[src/rtl/alu_div_pkg.sv]
// Shared definitions for the multi-cycle DIV/REM unit.
//   div_state_e  : sequencer states of the iterative divider
//   div_spec_e   : special-result class decided during SETUP
//   most_neg()   : most-negative two's-complement value for a given width
package alu_div_pkg;

  localparam int unsigned DIV_DEFAULT_WIDTH = 16;

  typedef enum logic [1:0] {
    IDLE,
    SETUP,
    ITER,
    FIX
  } div_state_e;

  typedef enum logic [1:0] {
    SPEC_NONE,
    SPEC_DIVZERO,
    SPEC_OVF
  } div_spec_e;

  // Valid for widths up to 64; callers truncate to their own width.
  function automatic logic [63:0] most_neg(input int unsigned w);
    return 64'd1 << (w - 1);
  endfunction

endpackage

[src/rtl/iterative_division_if.sv]
// Request/result bundle between the ALU control and the iterative divider.
//   master : issues Start/Signed/Min/Div, observes Busy/Done and results
//   slave  : the divider itself
interface iterative_division_if #(
  parameter int unsigned WIDTH = 16
) ();

  logic             Start;
  logic             Signed;
  logic [WIDTH-1:0] Min;
  logic [WIDTH-1:0] Div;
  logic             Busy;
  logic             Done;
  logic [WIDTH-1:0] Quotient;
  logic [WIDTH-1:0] Remainder;
  logic             HasRemainder;
  logic             DivByZero;
  logic             Overflow;

  modport master (
    output Start, Signed, Min, Div,
    input  Busy, Done, Quotient, Remainder, HasRemainder, DivByZero, Overflow
  );

  modport slave (
    input  Start, Signed, Min, Div,
    output Busy, Done, Quotient, Remainder, HasRemainder, DivByZero, Overflow
  );

endinterface

[src/rtl/division_step.sv]
// One restoring radix-2 division step (combinational).
//   rem_i : current partial remainder (always < divisor)
//   div_i : divisor magnitude
//   bit_i : next dividend bit shifted in
//   rem_o : next partial remainder
//   q_o   : produced quotient bit
module division_step #(
  parameter int unsigned WIDTH = 16
) (
  input  logic [WIDTH-1:0] rem_i,
  input  logic [WIDTH-1:0] div_i,
  input  logic             bit_i,
  output logic [WIDTH-1:0] rem_o,
  output logic             q_o
);

  // Shifted remainder needs one extra bit so the compare cannot wrap.
  logic [WIDTH:0] p;

  always_comb begin
    p     = {rem_i, bit_i};
    q_o   = (p >= {1'b0, div_i});
    // After a successful subtract the result is below div_i, so it fits WIDTH bits.
    rem_o = q_o ? (p[WIDTH-1:0] - div_i) : p[WIDTH-1:0];
  end

endmodule

[src/rtl/iterative_division.sv]
// Multi-cycle signed/unsigned restoring divider (one quotient bit per clock).
//   Clk   : rising-edge clock
//   Reset : asynchronous active-high reset, discards any operation in flight
//   bus   : slave side of iterative_division_if
//           Start/Signed/Min/Div in; Busy, Done pulse, Quotient, Remainder,
//           HasRemainder, DivByZero, Overflow out (all registered)
// Divide-by-zero returns all-ones / dividend; signed overflow returns
// dividend / zero. Quotient truncates toward zero, remainder follows the
// dividend's sign.
module iterative_division
  import alu_div_pkg::*;
#(
  parameter  int unsigned WIDTH = DIV_DEFAULT_WIDTH,
  localparam int unsigned CNT_W = $clog2(WIDTH)
) (
  input logic                 Clk,
  input logic                 Reset,
  iterative_division_if.slave bus
);

  localparam logic [WIDTH-1:0] MOST_NEG = WIDTH'(most_neg(WIDTH));

  div_state_e       state_q;
  div_spec_e        spec_q;
  logic [CNT_W-1:0] cnt_q;
  logic [WIDTH-1:0] min_q, div_q;
  logic             sgn_q;
  logic [WIDTH-1:0] q_q, r_q, d_q;
  logic             qneg_q, rneg_q;

  logic             busy_q, done_q, has_q, dbz_q, ovf_q;
  logic [WIDTH-1:0] quot_q, rem_q;

  logic [WIDTH-1:0] min_abs, div_abs;
  logic [WIDTH-1:0] step_rem;
  logic             step_q;
  logic [WIDTH-1:0] fix_quot, fix_rem;

  division_step #(.WIDTH(WIDTH)) u_step (
    .rem_i (r_q),
    .div_i (d_q),
    .bit_i (q_q[WIDTH-1]),
    .rem_o (step_rem),
    .q_o   (step_q)
  );

  always_comb begin
    min_abs = (sgn_q && min_q[WIDTH-1]) ? (-min_q) : min_q;
    div_abs = (sgn_q && div_q[WIDTH-1]) ? (-div_q) : div_q;

    fix_quot = qneg_q ? (-q_q) : q_q;
    fix_rem  = rneg_q ? (-r_q) : r_q;
    case (spec_q)
      SPEC_DIVZERO: begin
        fix_quot = '1;
        fix_rem  = min_q;
      end
      SPEC_OVF: begin
        fix_quot = min_q;
        fix_rem  = '0;
      end
      default: ;
    endcase
  end

  always_ff @(posedge Clk or posedge Reset) begin
    if (Reset) begin
      state_q <= IDLE;
      spec_q  <= SPEC_NONE;
      cnt_q   <= '0;
      min_q   <= '0;
      div_q   <= '0;
      sgn_q   <= 1'b0;
      q_q     <= '0;
      r_q     <= '0;
      d_q     <= '0;
      qneg_q  <= 1'b0;
      rneg_q  <= 1'b0;
      busy_q  <= 1'b0;
      done_q  <= 1'b0;
      quot_q  <= '0;
      rem_q   <= '0;
      has_q   <= 1'b0;
      dbz_q   <= 1'b0;
      ovf_q   <= 1'b0;
    end else begin
      case (state_q)
        IDLE: begin
          done_q <= 1'b0;
          if (bus.Start) begin
            min_q   <= bus.Min;
            div_q   <= bus.Div;
            sgn_q   <= bus.Signed;
            busy_q  <= 1'b1;
            state_q <= SETUP;
          end
        end
        SETUP: begin
          if (div_q == '0) begin
            spec_q  <= SPEC_DIVZERO;
            state_q <= FIX;
          end else if (sgn_q && (min_q == MOST_NEG) && (div_q == '1)) begin
            spec_q  <= SPEC_OVF;
            state_q <= FIX;
          end else begin
            spec_q  <= SPEC_NONE;
            q_q     <= min_abs;
            d_q     <= div_abs;
            qneg_q  <= sgn_q & (min_q[WIDTH-1] ^ div_q[WIDTH-1]);
            rneg_q  <= sgn_q & min_q[WIDTH-1];
            r_q     <= '0;
            cnt_q   <= CNT_W'(WIDTH - 1);
            state_q <= ITER;
          end
        end
        ITER: begin
          // q_q doubles as the dividend shift register: its MSB feeds the step
          // while quotient bits enter at the LSB.
          q_q <= {q_q[WIDTH-2:0], step_q};
          r_q <= step_rem;
          if (cnt_q == '0) begin
            state_q <= FIX;
          end else begin
            cnt_q <= cnt_q - CNT_W'(1);
          end
        end
        FIX: begin
          done_q  <= 1'b1;
          busy_q  <= 1'b0;
          quot_q  <= fix_quot;
          rem_q   <= fix_rem;
          has_q   <= |fix_rem;
          dbz_q   <= (spec_q == SPEC_DIVZERO);
          ovf_q   <= (spec_q == SPEC_OVF);
          state_q <= IDLE;
        end
        default: state_q <= IDLE;
      endcase
    end
  end

  assign bus.Busy         = busy_q;
  assign bus.Done         = done_q;
  assign bus.Quotient     = quot_q;
  assign bus.Remainder    = rem_q;
  assign bus.HasRemainder = has_q;
  assign bus.DivByZero    = dbz_q;
  assign bus.Overflow     = ovf_q;

endmodule

[src/flat_wrapper.sv]
// flat-port wrapper written by rule: the top's interface ports become plain ports
module iterative_division_flat import alu_div_pkg::*;
#(
  parameter  int unsigned WIDTH = DIV_DEFAULT_WIDTH,
  localparam int unsigned CNT_W = $clog2(WIDTH)
)
  (Clk, Reset, bus_Start, bus_Signed, bus_Min, bus_Div, bus_Busy, bus_Done, bus_Quotient, bus_Remainder, bus_HasRemainder, bus_DivByZero, bus_Overflow);
  iterative_division_if #(.WIDTH(WIDTH)) bus_i ();
  input logic Clk;
  input logic Reset;
  input wire logic [$bits(bus_i.Start)-1:0] bus_Start;
  input wire logic [$bits(bus_i.Signed)-1:0] bus_Signed;
  input wire logic [$bits(bus_i.Min)-1:0] bus_Min;
  input wire logic [$bits(bus_i.Div)-1:0] bus_Div;
  output wire logic [$bits(bus_i.Busy)-1:0] bus_Busy;
  output wire logic [$bits(bus_i.Done)-1:0] bus_Done;
  output wire logic [$bits(bus_i.Quotient)-1:0] bus_Quotient;
  output wire logic [$bits(bus_i.Remainder)-1:0] bus_Remainder;
  output wire logic [$bits(bus_i.HasRemainder)-1:0] bus_HasRemainder;
  output wire logic [$bits(bus_i.DivByZero)-1:0] bus_DivByZero;
  output wire logic [$bits(bus_i.Overflow)-1:0] bus_Overflow;
  assign bus_i.Start = bus_Start;
  assign bus_i.Signed = bus_Signed;
  assign bus_i.Min = bus_Min;
  assign bus_i.Div = bus_Div;
  assign bus_Busy = bus_i.Busy;
  assign bus_Done = bus_i.Done;
  assign bus_Quotient = bus_i.Quotient;
  assign bus_Remainder = bus_i.Remainder;
  assign bus_HasRemainder = bus_i.HasRemainder;
  assign bus_DivByZero = bus_i.DivByZero;
  assign bus_Overflow = bus_i.Overflow;
  iterative_division #(.WIDTH(WIDTH)) u_core (.Clk(Clk), .Reset(Reset), .bus(bus_i));
endmodule
[config.mk]
export PLATFORM = sky130hd
export DESIGN_NAME = iterative_division_flat
export DESIGN_NICKNAME = d
export VERILOG_FILES = /design/src/rtl/alu_div_pkg.sv /design/src/rtl/iterative_division_if.sv /design/src/rtl/division_step.sv /design/src/rtl/iterative_division.sv /design/src/flat_wrapper.sv
export SDC_FILE = /design/constraint.sdc
export NUM_CORES = 1
export LEC_CHECK = 0
export CORE_AREA = 2 2 119 121
export DETAILED_ROUTE_END_ITERATION = 12
export DIE_AREA = 0 0 121 123
export PLACE_DENSITY = 0.82
export SYNTH_ARGS = -nofsm -noshare
export SYNTH_HDL_FRONTEND = slang
export SYNTH_SLANG_ARGS = --single-unit
[constraint.sdc]
create_clock -name Clk -period 6 [get_ports Clk]
set_input_delay 1.2 -clock Clk [delete_from_list [all_inputs] [get_ports Clk]]
set_output_delay 1.2 -clock Clk [all_outputs]
set_load 0.05 [all_outputs]
==> reports/results.txt <==
Finished Cell Area: 9230 um2
Req. time, crit path: 6330 ps
Fraction of layout instances using a drive strength above 1: 0.111
Synthesis-stage register bit count: 128
Count of boundary I/O pins: 73
Clock Power Share: 0.206
Mapped Area: 7790 um2
Post-synth top flop: sky130_fd_sc_hd__dfrtp_1
M1 WL: 8.32 mm
Number of post-CTS setup repair buffers: 0
DIE HEIGHT: 123 um
Post-synth EDFFs: 0
Cell taking the most area after synthesis: sky130_fd_sc_hd__dfrtp_1
Endpoint of the most critical setup path: u_core.r_q[0]
Worst-case clock buffer depth: 2
Headroom to the max-slew limit: 0.292
Gr ovfl total: 0
Element type at the critical path start: register
Net switching share of the total power: 0.444
Critical path capture point type: register
Number of nets still failing antenna checks after routing: 0
Clock network latency to the later pin of the worst-skew pair: 420 ps
# resized after CTS: 0
Number of gates on the worst path with buffers counted: 8
Number of buffers inserted for hold repair after clock tree synthesis: 0
Clock tree from TritonCTS: built
Register area share after synthesis: 0.411
Wire length after detailed routing: 18.7 mm
Launch point of the worst reg-to-reg path: u_core.r_q[0]
Worst Path Class, Setup: reg -> reg
Portion of the clock cycle consumed by the worst path in the final layout: 0.550
Avg Inst Size Synth: 9.13 um2
Antenna violations before repair: 0
Launching instance or port of the critical path: u_core.r_q[0]
Biggest area contributors in the synthesized netlist: sky130_fd_sc_hd__dfrtp_1 (41%), sky130_fd_sc_hd__mux2_2 (6.2%), sky130_fd_sc_hd__a21oi_1 (5.5%)
Synthesis-to-layout area growth: 18.5%
Setup TNS: 0 ps
Iter 0 DRT Violations: 636
Sequence of cells on the critical path: ha_1 > nor2b_1 > o21ai_0 > a21oi_1 > o31ai_1 > a22o_1 > mux2_2 > o21ai_0
Clock period minus final worst setup slack: 3300 ps
Setup slack of the most critical reg-to-reg path: 2700 ps
Diode count: 0
Total of max-cap violations: 0
Synth cell types: 57
Internal Power: 3020 uW
Share of the synthesized area in the top cell type: 0.411
Min Hold Slack: 487 ps
Wire length of the first global-routing pass: 30.5 mm
Final max-slew violation count: 0
Via-to-Cell Ratio: 6.03
Final Hold Vio Count: 0
Die span in x: 121 um
RSZ-0062 raised after global routing: false
Number of vias after detailed routing: 6601
Critical Path AT: 3630 ps
Crit path max-delay family: compound AO/OA/AOI/OAI gates
Post-place instance area: 8580 um2
Status: finished clean
Top layer used by detailed routing: met4
Clock-pin slew on the worst setup and hold paths: 60 ps
Root cell of the clock tree: sky130_fd_sc_hd__clkbuf_16
Reg2Reg Depth: 8
Number of global-route vias before repair: 5994
Net Sw Power: 2410 uW
Buffers added on ports: 72
Most common cell in the synthesized netlist: sky130_fd_sc_hd__dfrtp_1
Commonest cells in the synthesized netlist: sky130_fd_sc_hd__dfrtp_1 (128), sky130_fd_sc_hd__a21oi_1 (86), sky130_fd_sc_hd__nand2_1 (75)
Peak per-stage delay on the critical path: 870 ps
Starting utilization of the core area: 0.572
Net count after synthesis: 918
Clock Skews: 7.23 ps
Average wire per cell in the routed design: 17.1 um
Worst slew pin tran: 1060 ps
Flop pwr share: 0.317
Net count of the finished layout: 966
Library cell contributing the largest single delay on the critical path: sky130_fd_sc_hd__a22o_1
Highest fanout seen on the critical path: 20
Count of mapped cells out of synthesis: 853
CP bufs+invs: 0
Worst reg2reg endpoint: u_core.r_q[0]
Routability-driven placement congestion ratio: 0.875
Total global-route track usage: 0.263
Wire length on met2: 8.49 mm
Cell repeated most along the worst path: sky130_fd_sc_hd__o21ai_0
Standard-cell rows: 43
Residual DRC count: 0
VDD IR-drop max: 0.000366 V
Largest net degree at the start of global routing: 74
# setup viols final: 0
Sink count of the clock tree: 128
H-tree levels: 4
Detailed Place HPWL: 13.4 mm
Initial DRT Pass Iterations: 6
Ys Warns: 0
Gate power share: 0.476
Fraction of synthesis flops using an asynchronous set or reset pin: 1.00
Met3 Wirelength: 1.48 mm
Total clock buffers created by CTS: 17
Worst hold path class: reg -> reg
Worst hold path stage count: 2
Power per unit of standard cell area: 588 nW/um2
Static leakage: 0.00394 uW
Util after Layout: 0.678
Fill cells: 1039
Core area: 13600 um2
Maximum clock frequency: 303 MHz
Full die area: 14900 um2
flip-flops by register name, summed over array words and instances, names as in the netlist:
signal / count
u_core.state_q: 2
u_core.bus.HasRemainder: 1
u_core.min_q: 16
u_core.div_q: 16
u_core.bus.Remainder: 16
u_core.r_q: 16
u_core.qneg_q: 1
u_core.bus.Busy: 1
u_core.cnt_q: 4
u_core.bus.Quotient: 16
u_core.sgn_q: 1
u_core.q_q: 16
u_core.bus.DivByZero: 1
u_core.d_q: 16
u_core.bus.Done: 1
u_core.spec_q: 2
u_core.bus.Overflow: 1
u_core.rneg_q: 1
how the worst min path moves through the flow:
| stage | start | end | slack [ps] |
|---|---|---|---|
| finish | u_core.d_q[1] | u_core.d_q[1] | 490 |
| global route | u_core.bus.Quotient[6] | u_core.bus.Quotient[6] | 510 |
| CTS | u_core.d_q[1] | u_core.d_q[1] | 480 |
| detailed placement | u_core.d_q[1] | u_core.d_q[1] | 470 |
| global placement | u_core.bus.Remainder[3] | u_core.bus.Remainder[3] | 470 |
| floorplan | u_core.d_q[15] | u_core.d_q[15] | 450 |
per-stage QoR:
stage          cells  power [uW]  setup WS (ps)
4_1_cts         1094        5410           2770
3_5_place_dp    1062        4260           2790
2_1_floorplan    853        3570           1390
3_3_place_gp    1062        4200           2870
5_1_grt         1094        5780           2460
6_report        1094        5420           2700
worst min-delay path: stages (launching register included):
cell,delay (ps)
sky130_fd_sc_hd__dfrtp_1,340
sky130_fd_sc_hd__nand2_1,50
sky130_fd_sc_hd__o21ai_0,60
layer usage:
layer,vias to the layer above,track usage
li1,3160,-
met1,3123,0.363
met2,281,0.408
met3,37,0.0613
met4,0,0.0945
met5,-,0
power groups by stage:
| stage | logic, uW | clock network [uW] | registers (uW) |
|---|---|---|---|
| 2_1_floorplan | 1650 | 0 | 1920 |
| 3_3_place_gp | 2500 | 0 | 1690 |
| 3_5_place_dp | 2560 | 0 | 1710 |
| 4_1_cts | 2580 | 1130 | 1700 |
| 5_1_grt | 2850 | 1180 | 1760 |
| 6_report | 2580 | 1120 | 1720 |
layout by cell type (no fill, tap or decap), types with 7 or more instances in the layout:
cell                                n
sky130_fd_sc_hd__xor2_1            23
sky130_fd_sc_hd__clkbuf_16         17
sky130_fd_sc_hd__nand3_1            7
sky130_fd_sc_hd__o31ai_1           19
sky130_fd_sc_hd__clkdlybuf4s50_1   72
sky130_fd_sc_hd__a22oi_1           10
sky130_fd_sc_hd__or3_1              7
sky130_fd_sc_hd__a21oi_1           86
sky130_fd_sc_hd__and2_1             7
sky130_fd_sc_hd__nand2_1           75
sky130_fd_sc_hd__nand4_1           10
sky130_fd_sc_hd__o41ai_1           10
sky130_fd_sc_hd__a221oi_1          12
sky130_fd_sc_hd__mux2i_1           17
sky130_fd_sc_hd__mux2_2            43
sky130_fd_sc_hd__xnor2_1           42
sky130_fd_sc_hd__nor3_1             9
sky130_fd_sc_hd__or4_1              7
sky130_fd_sc_hd__inv_1             37
sky130_fd_sc_hd__nor2_1            74
sky130_fd_sc_hd__nand2b_1           9
sky130_fd_sc_hd__dfrtp_1          128
sky130_fd_sc_hd__o21ai_0           70
sky130_fd_sc_hd__ha_1              27
sky130_fd_sc_hd__a211oi_1           7
cell families (layout without fill, tap and decap cells):
| group | after synthesis | in the layout | share of synthesized area |
|---|---|---|---|
| flops | 128 | 128 | 0.411 |
| mux | 60 | 60 | 0.0840 |
| buf+inv | 87 | 148 | 0.0442 |
| xor+xnor | 65 | 65 | 0.0731 |
| simple gates | 234 | 234 | 0.142 |
| fa+ha+maj | 29 | 29 | 0.0476 |
| compound gates | 250 | 250 | 0.197 |
layout make-up:
cell class              count  area (um2)  share of cell area
inverters                  38         145              0.0157
flip-flops and latches    128        3200               0.347
multi-input cells         638        4240               0.460
clock inverters            12         181              0.0197
repair buffers             78         766              0.0830
well taps                 180         225              0.0244
clock buffers              20         467              0.0506
No activity file was read; power rests on OpenSTA's default activity.
